[src/rtl/risc_ctrl_pkg.sv]
// Shared definitions for the multicycle RISC control path: opcodes, ALU/mux
// encodings and the main control FSM state enum.
// Optional feature macro: ILLEGAL_TRAP_EN (adds the TRAP state).
package risc_ctrl_pkg;

    // Opcode field, instruction bits [15:12]
    localparam logic [3:0] OP_LD  = 4'b0000;
    localparam logic [3:0] OP_ST  = 4'b0001;
    localparam logic [3:0] OP_ADD = 4'b0010;
    localparam logic [3:0] OP_SLT = 4'b1001;
    localparam logic [3:0] OP_BEQ = 4'b1011;
    localparam logic [3:0] OP_BNE = 4'b1100;
    localparam logic [3:0] OP_JMP = 4'b1101;

    // ALU operation class handed to the ALU control decoder
    localparam logic [1:0] ALUOP_FUNC = 2'b00;
    localparam logic [1:0] ALUOP_SUB  = 2'b01;
    localparam logic [1:0] ALUOP_ADD  = 2'b10;

    // ALU B operand select
    localparam logic [1:0] SRCB_REG    = 2'b00;
    localparam logic [1:0] SRCB_TWO    = 2'b01;
    localparam logic [1:0] SRCB_IMM    = 2'b10;
    localparam logic [1:0] SRCB_IMM_SH = 2'b11;

    // PC source select
    localparam logic [1:0] PCSRC_ALU    = 2'b00;
    localparam logic [1:0] PCSRC_ALUOUT = 2'b01;
    localparam logic [1:0] PCSRC_JUMP   = 2'b10;

    typedef enum logic [3:0] {
        S_FETCH    = 4'd0,
        S_DECODE   = 4'd1,
        S_MEM_ADDR = 4'd2,
        S_MEM_RD   = 4'd3,
        S_MEM_WB   = 4'd4,
        S_MEM_WR   = 4'd5,
        S_EXEC_R   = 4'd6,
        S_R_WB     = 4'd7,
        S_BRANCH   = 4'd8,
`ifdef ILLEGAL_TRAP_EN
        S_JUMP     = 4'd9,
        S_TRAP     = 4'd10
`else
        S_JUMP     = 4'd9
`endif
    } state_t;

    // R-type opcodes occupy the contiguous range ADD..SLT
    function automatic logic is_rtype(input logic [3:0] op);
        return (op >= OP_ADD) && (op <= OP_SLT);
    endfunction

endpackage

[src/rtl/multicycle_control_if.sv]
// Control bundle between the main control FSM (master) and the datapath /
// memory (slave). Optional feature macro: ILLEGAL_TRAP_EN (adds illegal_op).
interface multicycle_control_if;
    logic [3:0] opcode;
    logic       mem_ready;
    logic       ir_write;
    logic       pc_write;
    logic       pc_write_cond;
    logic       pc_write_cond_ne;
    logic       mem_read;
    logic       mem_write;
    logic       iord;
    logic       reg_write;
    logic       reg_dst;
    logic       mem_to_reg;
    logic       alu_src_a;
    logic [1:0] alu_src_b;
    logic [1:0] alu_op;
    logic [1:0] pc_src;
    logic       instr_done;
`ifdef ILLEGAL_TRAP_EN
    logic       illegal_op;
`endif

    modport master (
        input  opcode, mem_ready,
        output ir_write, pc_write, pc_write_cond, pc_write_cond_ne,
               mem_read, mem_write, iord, reg_write, reg_dst, mem_to_reg,
               alu_src_a, alu_src_b, alu_op, pc_src,
`ifdef ILLEGAL_TRAP_EN
               illegal_op,
`endif
               instr_done
    );

    modport slave (
        output opcode, mem_ready,
        input  ir_write, pc_write, pc_write_cond, pc_write_cond_ne,
               mem_read, mem_write, iord, reg_write, reg_dst, mem_to_reg,
               alu_src_a, alu_src_b, alu_op, pc_src,
`ifdef ILLEGAL_TRAP_EN
               illegal_op,
`endif
               instr_done
    );
endinterface

[src/rtl/multicycle_control.sv]
// Multi-cycle main control FSM for the 16-bit RISC core: sequences
// fetch/decode/execute/memory/write-back and drives datapath controls.
// Optional feature macro: ILLEGAL_TRAP_EN (undefined opcodes trap).
module multicycle_control
    import risc_ctrl_pkg::*;
(
    input  logic                  clk,
    input  logic                  reset,
    multicycle_control_if.master  bus
);

    state_t state_q, state_d;
    // Branch flavour captured in DECODE so BRANCH ignores later opcode changes
    logic   bne_q, bne_d;

    // State register with synchronous reset into FETCH
    always_ff @(posedge clk) begin
        if (reset) begin
            state_q <= S_FETCH;
            bne_q   <= 1'b0;
        end else begin
            state_q <= state_d;
            bne_q   <= bne_d;
        end
    end

    // Next-state and per-state control outputs
    always_comb begin
        state_d              = state_q;
        bne_d                = bne_q;
        bus.ir_write         = 1'b0;
        bus.pc_write         = 1'b0;
        bus.pc_write_cond    = 1'b0;
        bus.pc_write_cond_ne = 1'b0;
        bus.mem_read         = 1'b0;
        bus.mem_write        = 1'b0;
        bus.iord             = 1'b0;
        bus.reg_write        = 1'b0;
        bus.reg_dst          = 1'b0;
        bus.mem_to_reg       = 1'b0;
        bus.alu_src_a        = 1'b0;
        bus.alu_src_b        = SRCB_REG;
        bus.alu_op           = ALUOP_FUNC;
        bus.pc_src           = PCSRC_ALU;
        bus.instr_done       = 1'b0;
`ifdef ILLEGAL_TRAP_EN
        bus.illegal_op       = 1'b0;
`endif
        case (state_q)
            S_FETCH: begin
                bus.mem_read  = 1'b1;
                bus.alu_src_b = SRCB_TWO;
                bus.alu_op    = ALUOP_ADD;
                bus.ir_write  = bus.mem_ready;
                bus.pc_write  = bus.mem_ready;
                if (bus.mem_ready) state_d = S_DECODE;
            end
            S_DECODE: begin
                // Precompute the branch target into ALUOut
                bus.alu_src_b = SRCB_IMM_SH;
                bus.alu_op    = ALUOP_ADD;
                bne_d         = (bus.opcode == OP_BNE);
                if (bus.opcode == OP_LD || bus.opcode == OP_ST) begin
                    state_d = S_MEM_ADDR;
                end else if (is_rtype(bus.opcode)) begin
                    state_d = S_EXEC_R;
                end else if (bus.opcode == OP_BEQ || bus.opcode == OP_BNE) begin
                    state_d = S_BRANCH;
                end else if (bus.opcode == OP_JMP) begin
                    state_d = S_JUMP;
                end else begin
`ifdef ILLEGAL_TRAP_EN
                    state_d = S_TRAP;
`else
                    // Undefined opcode retires as a two-cycle NOP
                    bus.instr_done = 1'b1;
                    state_d        = S_FETCH;
`endif
                end
            end
            S_MEM_ADDR: begin
                bus.alu_src_a = 1'b1;
                bus.alu_src_b = SRCB_IMM;
                bus.alu_op    = ALUOP_ADD;
                state_d       = (bus.opcode == OP_ST) ? S_MEM_WR : S_MEM_RD;
            end
            S_MEM_RD: begin
                bus.mem_read = 1'b1;
                bus.iord     = 1'b1;
                if (bus.mem_ready) state_d = S_MEM_WB;
            end
            S_MEM_WB: begin
                bus.reg_write  = 1'b1;
                bus.mem_to_reg = 1'b1;
                bus.instr_done = 1'b1;
                state_d        = S_FETCH;
            end
            S_MEM_WR: begin
                bus.mem_write  = 1'b1;
                bus.iord       = 1'b1;
                bus.instr_done = bus.mem_ready;
                if (bus.mem_ready) state_d = S_FETCH;
            end
            S_EXEC_R: begin
                bus.alu_src_a = 1'b1;
                bus.alu_src_b = SRCB_REG;
                bus.alu_op    = ALUOP_FUNC;
                state_d       = S_R_WB;
            end
            S_R_WB: begin
                bus.reg_write  = 1'b1;
                bus.reg_dst    = 1'b1;
                bus.instr_done = 1'b1;
                state_d        = S_FETCH;
            end
            S_BRANCH: begin
                bus.alu_src_a        = 1'b1;
                bus.alu_src_b        = SRCB_REG;
                bus.alu_op           = ALUOP_SUB;
                bus.pc_src           = PCSRC_ALUOUT;
                bus.instr_done       = 1'b1;
                bus.pc_write_cond    = ~bne_q;
                bus.pc_write_cond_ne = bne_q;
                state_d              = S_FETCH;
            end
            S_JUMP: begin
                bus.pc_write   = 1'b1;
                bus.pc_src     = PCSRC_JUMP;
                bus.instr_done = 1'b1;
                state_d        = S_FETCH;
            end
`ifdef ILLEGAL_TRAP_EN
            S_TRAP: begin
                // Parked until reset with every datapath control deasserted
                bus.illegal_op = 1'b1;
                state_d        = S_TRAP;
            end
`endif
            default: state_d = S_FETCH;
        endcase
    end

endmodule

[src/flat_wrapper.sv]
// flat-port wrapper written by rule: the top's interface ports become plain ports
module multicycle_control_flat import risc_ctrl_pkg::*;
  (clk, reset, bus_opcode, bus_mem_ready, bus_ir_write, bus_pc_write, bus_pc_write_cond, bus_pc_write_cond_ne, bus_mem_read, bus_mem_write, bus_iord, bus_reg_write, bus_reg_dst, bus_mem_to_reg, bus_alu_src_a, bus_alu_src_b, bus_alu_op, bus_pc_src, bus_instr_done);
  multicycle_control_if bus_i ();
  input  logic clk;
  input  logic reset;
  input wire logic [$bits(bus_i.opcode)-1:0] bus_opcode;
  input wire logic [$bits(bus_i.mem_ready)-1:0] bus_mem_ready;
  output wire logic [$bits(bus_i.ir_write)-1:0] bus_ir_write;
  output wire logic [$bits(bus_i.pc_write)-1:0] bus_pc_write;
  output wire logic [$bits(bus_i.pc_write_cond)-1:0] bus_pc_write_cond;
  output wire logic [$bits(bus_i.pc_write_cond_ne)-1:0] bus_pc_write_cond_ne;
  output wire logic [$bits(bus_i.mem_read)-1:0] bus_mem_read;
  output wire logic [$bits(bus_i.mem_write)-1:0] bus_mem_write;
  output wire logic [$bits(bus_i.iord)-1:0] bus_iord;
  output wire logic [$bits(bus_i.reg_write)-1:0] bus_reg_write;
  output wire logic [$bits(bus_i.reg_dst)-1:0] bus_reg_dst;
  output wire logic [$bits(bus_i.mem_to_reg)-1:0] bus_mem_to_reg;
  output wire logic [$bits(bus_i.alu_src_a)-1:0] bus_alu_src_a;
  output wire logic [$bits(bus_i.alu_src_b)-1:0] bus_alu_src_b;
  output wire logic [$bits(bus_i.alu_op)-1:0] bus_alu_op;
  output wire logic [$bits(bus_i.pc_src)-1:0] bus_pc_src;
  output wire logic [$bits(bus_i.instr_done)-1:0] bus_instr_done;
  assign bus_i.opcode = bus_opcode;
  assign bus_i.mem_ready = bus_mem_ready;
  assign bus_ir_write = bus_i.ir_write;
  assign bus_pc_write = bus_i.pc_write;
  assign bus_pc_write_cond = bus_i.pc_write_cond;
  assign bus_pc_write_cond_ne = bus_i.pc_write_cond_ne;
  assign bus_mem_read = bus_i.mem_read;
  assign bus_mem_write = bus_i.mem_write;
  assign bus_iord = bus_i.iord;
  assign bus_reg_write = bus_i.reg_write;
  assign bus_reg_dst = bus_i.reg_dst;
  assign bus_mem_to_reg = bus_i.mem_to_reg;
  assign bus_alu_src_a = bus_i.alu_src_a;
  assign bus_alu_src_b = bus_i.alu_src_b;
  assign bus_alu_op = bus_i.alu_op;
  assign bus_pc_src = bus_i.pc_src;
  assign bus_instr_done = bus_i.instr_done;
  multicycle_control u_core (.clk(clk), .reset(reset), .bus(bus_i));
endmodule
[config.mk]
export PLATFORM = sky130hd
export DESIGN_NAME = multicycle_control_flat
export DESIGN_NICKNAME = d
export VERILOG_FILES = /design/src/rtl/risc_ctrl_pkg.sv /design/src/rtl/multicycle_control_if.sv /design/src/rtl/multicycle_control.sv /design/src/flat_wrapper.sv
export SDC_FILE = /design/constraint.sdc
export NUM_CORES = 1
export LEC_CHECK = 0
export CAP_MARGIN = 0
export CORE_AREA = 2 2 39 41
export CTS_CLUSTER_DIAMETER = 80
export DETAILED_ROUTE_END_ITERATION = 7
export DIE_AREA = 0 0 41 43
export GPL_ROUTABILITY_DRIVEN = 0
export PLACE_DENSITY = 0.8
export SLEW_MARGIN = 25
export SYNTH_ARGS = -nofsm -noshare
export SYNTH_HDL_FRONTEND = slang
export SYNTH_SLANG_ARGS = --single-unit
[constraint.sdc]
create_clock -name clk -period 1.95 [get_ports clk]
set_input_delay 0.39 -clock clk [delete_from_list [all_inputs] [get_ports clk]]
set_output_delay 0.39 -clock clk [all_outputs]
set_load 0.05 [all_outputs]
==> results by group, run 1 <==
Cells and area
  – Final Instance Area: between 1000 and 1500 um^2
  – Post-route non-filler standard cell count: 125
  – Share of cells above drive strength 1: 0.4312
  – Synthesis-to-layout area growth: 101.6%
  – N_diodes: 0
  – # nets final: ~120

GRT
  – Gr ovfl total: 0
  – Largest net degree at the start of global routing: 15
  – First-pass GRT wire length: 2.932 mm
  – GRT Util Overall: 0.2490
  – Vias in the first global route: 697
  – Initial antenna violation count: 0

Clock tree
  – CTS buffer count: 3
  – Clock buffer depth: 2
  – CTS H-tree depth: 1
  – CTS Sinks: 5
  – TritonCTS clock tree: done
  – CTS Root Cell: clkbuf_4
  – CTS Hold Bufs: 0
  – Worst-path clk slew: 0.04 ns
  – Clk_lat worst skew: 0.26 ns

Logic synthesis
  – Synthesized area: between 500 and 600 um^2
  – Post-Syn Instances: 76
  – Warnings, synthesis: 0
  – Async SR Flop Fraction: 0
  – Largest cells by area after synthesis: dfxtp_1 (18%), nor3_1 (8.2%), nor2_1 (6.9%), nand2b_1 (5.7%), nor4b_4 (4.3%)
  – Syn Nets: 83
  – Area share of the largest cell type after synthesis: 0.1831
  – Top cells by count, synth: nor2_1 (10), nor3_1 (9), dfxtp_1 (5), nand2_1 (5), nand2b_1 (5)
  – Seq/Total Area, Yosys: 0.1831
  – Top-count cell post-synth: nor2_1
  – Yosys cell types: 37
  – Area leader, netlist: dfxtp_1
  – Post-synth EDFFs: 0
  – FF+latch count, synth: 5
  – Syn_area_per_cell: 7.194 um^2
  – Primary FF master, synth: dfxtp_1

Route
  – Wirelength per Cell: 14.60 um
  – Antenna-violating nets left: 0
  – Via density: 5.536
  – Vias: 692
  – Pre-Repair DR Iteration Count: 4
  – Final wirelength: 1.825 mm
  – # DRC: 0
  – Starting DRT DRC Count: 11

Power and ir drop
  – Reg power frac: 0.197
  – Combinational share of power: 0.607
  – Pwr dens: roughly 600 nW/um^2
  – Sw power: 0.2867 mW
  – Switching Fraction: 0.4281
  – Internal power: 0.3830 mW
  – Pleak: 0.4424 nW
  – Clk network pwr share: 0.196
  – Worst VDD drop: approximately 0.00038 V

Place
  – Cells after DPL: 121
  – Placed Area: between 1000 and 1500 um^2
  – Place WS: -0.03655 ns
  – Dpl hpwl: 1.455 mm
  – Port Buffers: 24

Floorplanning
  – Chip height: 43 um
  – Starting Density: 0.3951
  – Core Box Area: 1384 um^2
  – Die width: just over 40 um
  – I/O pins: 25
  – Die area: roughly 1800 um^2
  – Row Count: 14

Worst hold path
  – Min-Delay Path Class: reg2reg

STA
  – Clock period minus worst slack: just under 2 ns
  – Slew Viols, Final: 0
  – Layout Skew: slightly above 0.0006 ns
  – Relative slew slack: 0.6942
  – FMAX: ~520 MHz
  – Setup violations, final: 0
  – Final hold violations: 0
  – Final Cycle Share: 0.9872
  – Final WS setup: 0.02494 ns
  – Unrepaired setup endpoints after global routing: true
  – Min Hold Slack: between 0.6 and 0.7 ns
  – Worst-Margin Slew: 0.4552 ns
  – Sum of negative setup slack: 0 ns

Setup path
  – Worst endpoint data arrival time: 1.54 ns
  – Worst EP required: 1.56 ns
  – CP max FO: 11
  – Crit path launch type: flop
  – Setup slack on the worst flop-to-flop path: 0.53 ns
  – Crit path capture type: output port
  – Setup Crit Path Kind: reg2out

Outcome
  – Status: finished clean

Job
  – Max_cap viols: 0
==> through the flow <==
step                      power (mW)  utilization
after floorplan               0.3408            -
after global placement        0.5272       0.7649
after detailed placement      0.5369       0.7649
after CTS                     0.6629       0.7866
after global routing          0.7012       0.7966
final                         0.6697       0.7966
==> worst max-delay path: stages (launching register included) <==
cell and delay, ns:
dfxtp_2 0.39, inv_2 0.10, nand3b_1 0.27, a21oi_1 0.34
buf_12 0.18
==> power groups by stage <==
stage | clock network [mW] | registers, mW | logic [mW]
finish | 0.132 | 0.132 | 0.406
global route | 0.141 | 0.133 | 0.427
CTS | 0.126 | 0.130 | 0.407
detailed placement | 0 | 0.130 | 0.407
global placement | 0 | 0.130 | 0.398
floorplan | 0 | 0.120 | 0.221
==> layer usage <==
layer / GRT usage / wire length (um)
met2: 0.4094 / 981
met3: 0.03665 / 89
met5: 0 / 0
met4: 0.1800 / 63
met1: 0.2669 / 691
==> state kept, by name, summed over array words and instances (netlist names) <==
| signal | flops |
|---|---|
| u_core.bne_q | 1 |
| u_core.state_q | 4 |
==> worst paths after layout <==
check	from	depth (start not counted)	end
worst min register to register	u_core.bne_q$_SDFFE_PP0P_	3	u_core.bne_q$_SDFFE_PP0P_
worst max-delay path	u_core.state_q[1]$_SDFFE_PP0P_	4	bus_alu_src_a
worst max register to register	u_core.state_q[3]$_SDFFE_PP0P_	6	u_core.state_q[2]$_SDFFE_PP0P_
worst min-delay path	u_core.bne_q$_SDFFE_PP0P_	3	u_core.bne_q$_SDFFE_PP0P_
==> cells by family after synthesis <==
family / synth area share
AOI/OAI and AO/OA: 0.1991
xor gates and xnor gates: 0.03204
DFF: 0.1831
and+or+nand+nor: 0.4714
muxes: 0.01831
buffers and inverters: 0.09609
==> area by class of cell <==
cell class,count,area (um^2)
timing repair buffer,35,501.7
fill,88,281.5
multi-input combinational,62,436.7
clock buffer,4,26.28
sequential,5,106.4
tap,16,20.02
inverter,3,11.26
==> repair_timing <==
| action | in CTS | in global routing |
|---|---|---|
| buffers inserted | 0 | 0 |
| endpoints found under the setup margin | 9 | 8 |
| resized for setup | 4 | 4 |
| pin swaps | 1 | 1 |
| endpoints found under the hold margin | 0 | 0 |
==> cell usage in the layout (no fill, tap or decap), types with 2 or more instances in the layout <==
cell type / n
nand3b_1: 2
a211oi_1: 2
clkdlybuf4s50_1: 5
nor3_2: 5
buf_12: 18
nor4b_4: 2
dfxtp_2: 2
nor3_1: 5
nor2_1: 9
inv_1: 2
o21ai_0: 2
dfxtp_1: 2
a21oi_1: 3
nand2b_1: 5
xnor2_1: 2
nand2_1: 5
buf_4: 11
clkbuf_4: 3
Power figures use the tool's default switching activity.
==> inputs of run 2 (changes only) <==
- PLACE_DENSITY: 0.8 -> 0.83
- SETUP_SLACK_MARGIN: default -> 0.5
==> results by group, run 2 <==
Clock tree
  – CTS Root Cell: clkbuf_4 (unchanged)
  – CTS buffer count: 3 (unchanged)
  – CTS H-tree depth: 1 (unchanged)
  – # resized after CTS: 25 (was 4)
  – Post-CTS Repair Setup Buffers: 19 (was 0)
  – Clock buffer depth: 2 (unchanged)
  – CTS Hold Bufs: 0 (unchanged)
  – CTS Sinks: 5 (unchanged)

Logic synthesis
  – Warnings, synthesis: 0 (unchanged)
  – Seq/Total Area, Yosys: 0.1831 (unchanged)
  – Area share of the largest cell type after synthesis: 0.1831 (unchanged)
  – Yosys cell types: 37 (unchanged)
  – Top-count cell post-synth: nor2_1 (unchanged)
  – Top cells by count, synth: nor2_1 (10), nor3_1 (9), dfxtp_1 (5), nand2_1 (5), nand2b_1 (5) (unchanged)
  – Primary FF master, synth: dfxtp_1 (unchanged)
  – Largest cells by area after synthesis: dfxtp_1 (18%), nor3_1 (8.2%), nor2_1 (6.9%), nand2b_1 (5.7%), nor4b_4 (4.3%) (unchanged)
  – Async SR Flop Fraction: 0 (unchanged)
  – Synthesized area: 546.8 um^2 (unchanged)
  – Syn Nets: 83 (unchanged)
  – Area leader, netlist: dfxtp_1 (unchanged)
  – Syn_area_per_cell: 7.194 um^2 (unchanged)
  – Post-synth EDFFs: 0 (unchanged)
  – FF+latch count, synth: 5 (unchanged)
  – Post-Syn Instances: 76 (unchanged)

Floorplanning
  – Die width: 41 um (unchanged)
  – Chip height: 43 um (unchanged)
  – Row Count: 14 (unchanged)
  – I/O pins: 25 (unchanged)
  – Starting Density: 0.3951 (unchanged)

Outcome
  – Status: aborted with a tool error (was finished clean)
  – Halt Stage: 4_1_cts
  – First Err: [ERROR DPL-0033] detailed placement checks failed during check placement.

Place
  – Port Buffers: 24 (unchanged)
  – Placed Area: 1116 um^2 (was 1059 um^2)
  – Dpl hpwl: 1.301 mm (was 1.455 mm)
==> run 2: kinds of logic after synthesis <==
family,share of synthesized area
multiplexers,0.01831
AO/OA/AOI/OAI,0.1991
XOR/XNOR,0.03204
AND/OR/NAND/NOR,0.4714
buffers and inverters,0.09609
flip-flops,0.1831
==> run 2: through the flow <==
stage | util | setup slack (ns) | cells | hold slack, ns | setup TNS (ns)
after detailed placement | 0.8065 | -0.02664 | 115 | 0.6342 | -0.02664
after global placement | 0.8065 | 0.05867 | 115 | 0.6283 | 0
after floorplan | - | 0.004841 | 76 | 0.4516 | 0
==> inputs of run 3 (changes only) <==
- CORE_AREA: 2 2 39 41 -> 2 2 63 65
- CTS_CLUSTER_DIAMETER: 80 -> default
- DIE_AREA: 0 0 41 43 -> 0 0 65 67
- PLACE_DENSITY: 0.83 -> default
- PLACE_DENSITY_LB_ADDON: default -> 0.15
- SETUP_SLACK_MARGIN: 0.5 -> default
==> results by group, run 3 (same netlist as run 1, synthesis figures left out) <==
GRT
  – Met1 Use GR: 0.1007
  – Met2 Track Usage GR: 0.1662
  – GRT Util Overall: 0.09042
  – Vias in the first global route: 684
  – Initial antenna violation count: 0
  – Routing usage on met3: 0.02196
  – GR peak layer: met2
  – Gr ovfl total: 0
  – First-pass GRT wire length: 3.063 mm
  – Largest net degree at the start of global routing: 13

Floorplanning
  – Die width: 65 um (was 41 um)
  – Die area: 4355 um^2
  – Core Box Area: 3606 um^2
  – Row Count: 22 (was 14)
  – I/O pins: 25 (unchanged)
  – Chip height: 67 um (was 43 um)
  – Starting Density: 0.1516 (was 0.3951)

Clock tree
  – CTS Root Cell: clkbuf_8 (was clkbuf_4)
  – Clock buffer depth: 2 (unchanged)
  – Worst-path clk slew: roughly 0.04 ns
  – CTS buffer count: 3 (unchanged)
  – CTS H-tree depth: 1 (unchanged)
  – TritonCTS clock tree: done
  – Clk_lat worst skew: 0.22 ns
  – CTS Sinks: 5 (unchanged)
  – CTS Hold Bufs: 0 (unchanged)

Setup path
  – Worst endpoint data arrival time: 1.50 ns
  – Worst EP required: roughly 1.6 ns
  – Crit path capture type: output port
  – Slowest CP cell: clkdlybuf4s50_1
  – Cells along the critical path: clkdlybuf4s50_1 > nand2b_1 > nand4_1 > nand3_1 > buf_12
  – CP max FO: 6
  – Max incr delay on CP: 0.56 ns
  – Buffers plus inverters on the worst setup path: 2
  – Crit path launch type: input pin
  – Setup Crit Path Kind: in2out
  – Setup slack on the worst flop-to-flop path: around 0.53 ns
  – CP delay by family, top: buffers and inverters

STA
  – Slew Viols, Final: 0
  – Final WS setup: 0.06420 ns
  – Relative slew slack: 0.7517
  – Unrepaired setup endpoints after global routing: false
  – Sum of negative setup slack: 0 ns
  – Setup violations, final: 0
  – Final Cycle Share: 0.9671
  – Layout Skew: between 0.002 and 0.003 ns
  – Final hold violations: 0
  – FMAX: 530.3 MHz
  – Clock period minus worst slack: approximately 1.9 ns
  – Worst-Margin Slew: 0.3696 ns

Cells and area
  – Most frequent cells in the layout: buf_12 (18), buf_4 (14), nor2_1 (9)
  – Largest Register: u_core.state_q
  – Area occupied by multi-input gates: 442.9 um^2
  – N_diodes: 0
  – # fillers: 393
  – Max reg flops: 4
  – Synthesis-to-layout area growth: 117.2%
  – Commonest non-fill, non-tap cell in the layout: buf_12
  – Share of cells above drive strength 1: 0.4464
  – # nets final: 120
  – Top flop regs: u_core.state_q: 4 flops, u_core.bne_q: 1 flops
  – Register area: 103.9 um^2

Job
  – Max_cap viols: 0

Outcome
  – Status: finished clean (was aborted with a tool error)

Power and ir drop
  – Sw power: 0.2828 mW
  – Worst VDD drop: ~0.00019 V
  – Clk network pwr share: 0.260
  – Internal power: 0.4496 mW
  – Switching Fraction: 0.3862
  – Combinational share of power: 0.560
  – Pwr dens: about 620 nW/um^2
  – Reg power frac: 0.180
  – Pleak: between 0.4 and 0.5 nW

Route
  – Via density: 4.319
  – Starting DRT DRC Count: 21
  – Antenna-violating nets left: 0
  – # DRC: 0
  – Vias: ~690
  – Wirelength per Cell: 11.39 um
  – Pre-Repair DR Iteration Count: 2
  – Final wirelength: 1.822 mm

Place
  – Port Buffers: 24 (unchanged)
  – Dpl hpwl: 1.467 mm (was 1.301 mm)
  – Place WS: -0.06465 ns (was -0.02664 ns)

Worst hold path
  – Min-Delay Path Class: reg2reg
[run 3: power groups by stage]
stage	clock network, mW	logic, mW	registers (mW)
after floorplan	0	0.221	0.120
after global placement	0	0.403	0.132
after detailed placement	0	0.405	0.132
after CTS	0.194	0.412	0.131
after global routing	0.197	0.432	0.134
final	0.191	0.410	0.132
[run 3: cell type report]
class | instances | share of cell area
Timing Repair Buffer | 38 | 0.4415
Multi-Input combinational cell | 62 | 0.3730
Sequential cell | 5 | 0.08746
Tap cell | 48 | 0.05058
Clock buffer | 4 | 0.03793
Inverter | 3 | 0.009484
[run 3: path summary, 6_finish.rpt]
check        cells after the start                        endpoint                           start
min                              3       u_core.bne_q$_SDFFE_PP0P_       u_core.bne_q$_SDFFE_PP0P_
min reg2reg                      3       u_core.bne_q$_SDFFE_PP0P_       u_core.bne_q$_SDFFE_PP0P_
max reg2reg                      6  u_core.state_q[2]$_SDFFE_PP0P_  u_core.state_q[3]$_SDFFE_PP0P_
max                              5                  bus_instr_done                   bus_opcode[2]
[run 3: worst reg2reg max path: stages, from the launching register on]
cell and delay [ns]:
dfxtp_1 0.32, buf_4 0.18, nor4b_4 0.28, buf_4 0.18, nand2_2 0.04, o22ai_1 0.17, a32o_2 0.19
[run 3: repair_timing]
item | in CTS | in global routing
setup endpoints to repair | 10 | 8
setup buffers | 1 | 2
resized for setup | 4 | 4
[run 3: per-stage QoR]
step | utilization | power [mW] | hold WS (ns) | cells | area, um^2
3_3_place_gp | 0.3047 | 0.5348 | 0.5565 | 153 | 1099
6_report | 0.3293 | 0.7324 | 0.6060 | 160 | 1187
4_1_cts | 0.3213 | 0.7375 | 0.5688 | 158 | 1159
5_1_grt | 0.3293 | 0.7632 | 0.6754 | 160 | 1187
2_1_floorplan | - | 0.3408 | 0.4609 | 76 | 576.8
3_5_place_dp | 0.3047 | 0.5366 | 0.5647 | 153 | 1099
[run 3: routing by layer]
layer | share of wire | wire (um)
met1 | 0.45 | 823
met2 | 0.49 | 894
met4 | 0.0060 | 11
met3 | 0.050 | 92
met5 | 0 | 0
==> inputs of run 4 (changes only) <==
- GPL_TIMING_DRIVEN: default -> 0
==> results by group, run 4 (same netlist as run 1, synthesis figures left out) <==
Setup path
  – Crit path to: bus_alu_src_a (was bus_instr_done)
  – Start point of the critical path: u_core.state_q[2]$_SDFFE_PP0P_ (was bus_opcode[2])
  – Worst R2R End: u_core.state_q[2]$_SDFFE_PP0P_ (unchanged)
  – Reg2reg path depth: 5 (was 6)
  – Setup slack on the worst flop-to-flop path: 0.63 ns (was 0.53 ns)
  – Crit path capture type: output port (unchanged)
  – CP max FO: 6 (unchanged)
  – Crit path launch type: flop (was input pin)
  – Reg-to-reg startpoint: u_core.state_q[2]$_SDFFE_PP0P_ (was u_core.state_q[3]$_SDFFE_PP0P_)
  – Worst endpoint data arrival time: 1.55 ns (was 1.50 ns)
  – Setup Crit Path Kind: reg2out (was in2out)
  – Worst EP required: 1.56 ns (about the same)

Cells and area
  – Max reg flops: 4 (unchanged)
  – Top flop regs: u_core.state_q: 4 flops, u_core.bne_q: 1 flops (unchanged)
  – N_diodes: 0 (unchanged)
  – Synthesis-to-layout area growth: 90.39% (was 117.2%)
  – Utilization after layout: 0.2887 (was 0.3293)
  – Largest Register: u_core.state_q (unchanged)
  – # fillers: 409 (was 393)
  – # nets final: 121 (was 120)
  – Commonest non-fill, non-tap cell in the layout: buf_4 (was buf_12)
  – Share of cells above drive strength 1: 0.4602 (was 0.4464)
  – Most frequent cells in the layout: buf_4 (11), nor2_1 (9), buf_6 (7) (was buf_12 (18), buf_4 (14), nor2_1 (9))

GRT
  – Gr ovfl total: 0 (unchanged)
  – Largest net degree at the start of global routing: 11 (was 13)
  – Vias in the first global route: 669 (was 684)
  – Initial antenna violation count: 0 (unchanged)
  – First-pass GRT wire length: 3.194 mm (was 3.063 mm)
  – GRT Util Overall: 0.09644 (was 0.09042)

Floorplanning
  – Row Count: 22 (unchanged)
  – Core Box Area: 3606 um^2 (unchanged)
  – Chip height: 67 um (unchanged)
  – Die width: 65 um (unchanged)
  – Starting Density: 0.1516 (unchanged)
  – I/O pins: 25 (unchanged)
  – Die area: 4355 um^2 (unchanged)

STA
  – FMAX: 515.7 MHz (was 530.3 MHz)
  – Final hold violations: 0 (unchanged)
  – Worst-Margin Slew: 0.4838 ns (was 0.3696 ns)
  – Relative slew slack: 0.6787 (was 0.7517)
  – Setup violations, final: 0 (unchanged)
  – Layout Skew: 0.001187 ns (was 0.002582 ns)
  – Final Cycle Share: 0.9944 (was 0.9671)
  – Unrepaired setup endpoints after global routing: true (was false)
  – Clock period minus worst slack: 1.939 ns (was 1.886 ns)
  – Final WS setup: 0.01087 ns (was 0.06420 ns)
  – Slew Viols, Final: 0 (unchanged)

Route
  – Final wirelength: 1.880 mm (was 1.822 mm)
  – Antenna-violating nets left: 0 (unchanged)
  – # DRC: 0 (unchanged)
  – Pre-Repair DR Iteration Count: 4 (was 2)
  – Wirelength per Cell: 11.68 um (was 11.39 um)
  – Starting DRT DRC Count: 23 (was 21)
  – Vias: 670 (was 691)
  – Via density: 4.161 (was 4.319)

Place
  – Place WS: -0.6325 ns (was -0.06465 ns)
  – Dpl hpwl: 1.382 mm (was 1.467 mm)
  – Port Buffers: 24 (unchanged)

Worst hold path
  – Min-Delay Path Class: reg2reg (unchanged)

Clock tree
  – Worst-path clk slew: 0.04 ns (about the same)
  – CTS buffer count: 3 (unchanged)
  – Clock buffer depth: 2 (unchanged)
  – CTS Sinks: 5 (unchanged)
  – CTS H-tree depth: 1 (unchanged)
  – TritonCTS clock tree: done (unchanged)
  – CTS Root Cell: clkbuf_8 (unchanged)
  – Clk_lat worst skew: 0.22 ns (about the same)

Power and ir drop
  – Worst VDD drop: 0.0001625 V (was 0.0001909 V)
  – Pwr dens: 620.0 nW/um^2 (was 616.8 nW/um^2)
  – Pleak: 0.4177 nW (was 0.4668 nW)
  – Total power: 0.6454 mW (was 0.7324 mW)

Outcome
  – Status: finished clean (unchanged)

Job
  – Max_cap viols: 0 (unchanged)
==> run 4: how the worst min path moves through the flow <==
stage	startpoint	endpoint	slack (ns)	cells past startpoint
after floorplan	reset	u_core.state_q[1]$_SDFFE_PP0P_	0.46	1
after global placement	u_core.bne_q$_SDFFE_PP0P_	u_core.bne_q$_SDFFE_PP0P_	0.56	3
after detailed placement	u_core.bne_q$_SDFFE_PP0P_	u_core.bne_q$_SDFFE_PP0P_	0.56	3
after CTS	u_core.bne_q$_SDFFE_PP0P_	u_core.bne_q$_SDFFE_PP0P_	0.58	3
after global routing	u_core.state_q[1]$_SDFFE_PP0P_	u_core.state_q[3]$_SDFFE_PP0P_	0.69	3
final	u_core.state_q[1]$_SDFFE_PP0P_	u_core.state_q[3]$_SDFFE_PP0P_	0.64	3
==> run 4: cell type report <==
type / instances / area [um^2] / area share
Clock buffer: 4 / 45.04 / 0.04327
Multi-Input combinational cell: 62 / 457.9 / 0.4399
Buffer: 6 / 57.56 / 0.05529
Timing Repair Buffer: 33 / 304.0 / 0.2921
Tap cell: 48 / 60.06 / 0.05769
Sequential cell: 5 / 105.1 / 0.1010
Inverter: 3 / 11.26 / 0.01082
==> run 4: timing repair <==
| action | CTS | global route |
|---|---|---|
| hold buffers | 0 | 0 |
| setup endpoints to repair | 18 | 15 |
| gates cloned | 0 | 1 |
| buffers inserted | 1 | 7 |
| gates resized for setup | 89 | 24 |
==> run 4: routing by layer <==
layer,share of wire,wire [um],track usage,up-vias
met3,0.065,122,0.02872,2
met5,0,0,0,-
met2,0.46,871,0.1546,18
met1,0.47,877,0.1167,302
met4,0.0048,9,0.04787,0
li1,-,-,-,348
==> run 4: report_power, final <==
part / switching, mW / internal (mW) / total (mW) / leakage, nW
registers: 0.0133 / 0.111 / 0.124 / 0.0424
clock network: 0.0523 / 0.140 / 0.193 / 0.0228
logic: 0.206 / 0.123 / 0.328 / 0.353
==> run 4: critical path, stage by stage (launching register included) <==
cell	delay (ns)
dfxtp_2	0.31
buf_6	0.13
buf_8	0.12
nand3b_1	0.27
buf_4	0.21
a21oi_2	0.12
buf_6	0.17
==> run 4: stage by stage <==
stage,cell area (um^2),TNS [ns],instances,hold WS [ns]
after floorplan,576.8,-2.452,76,0.4609
after global placement,877.1,-5.800,148,0.5570
after detailed placement,877.1,-5.788,148,0.5615
after CTS,909.6,-0.2937,153,0.5756
after global routing,1041,-0.1914,161,0.6875
final,1041,0,161,0.6376
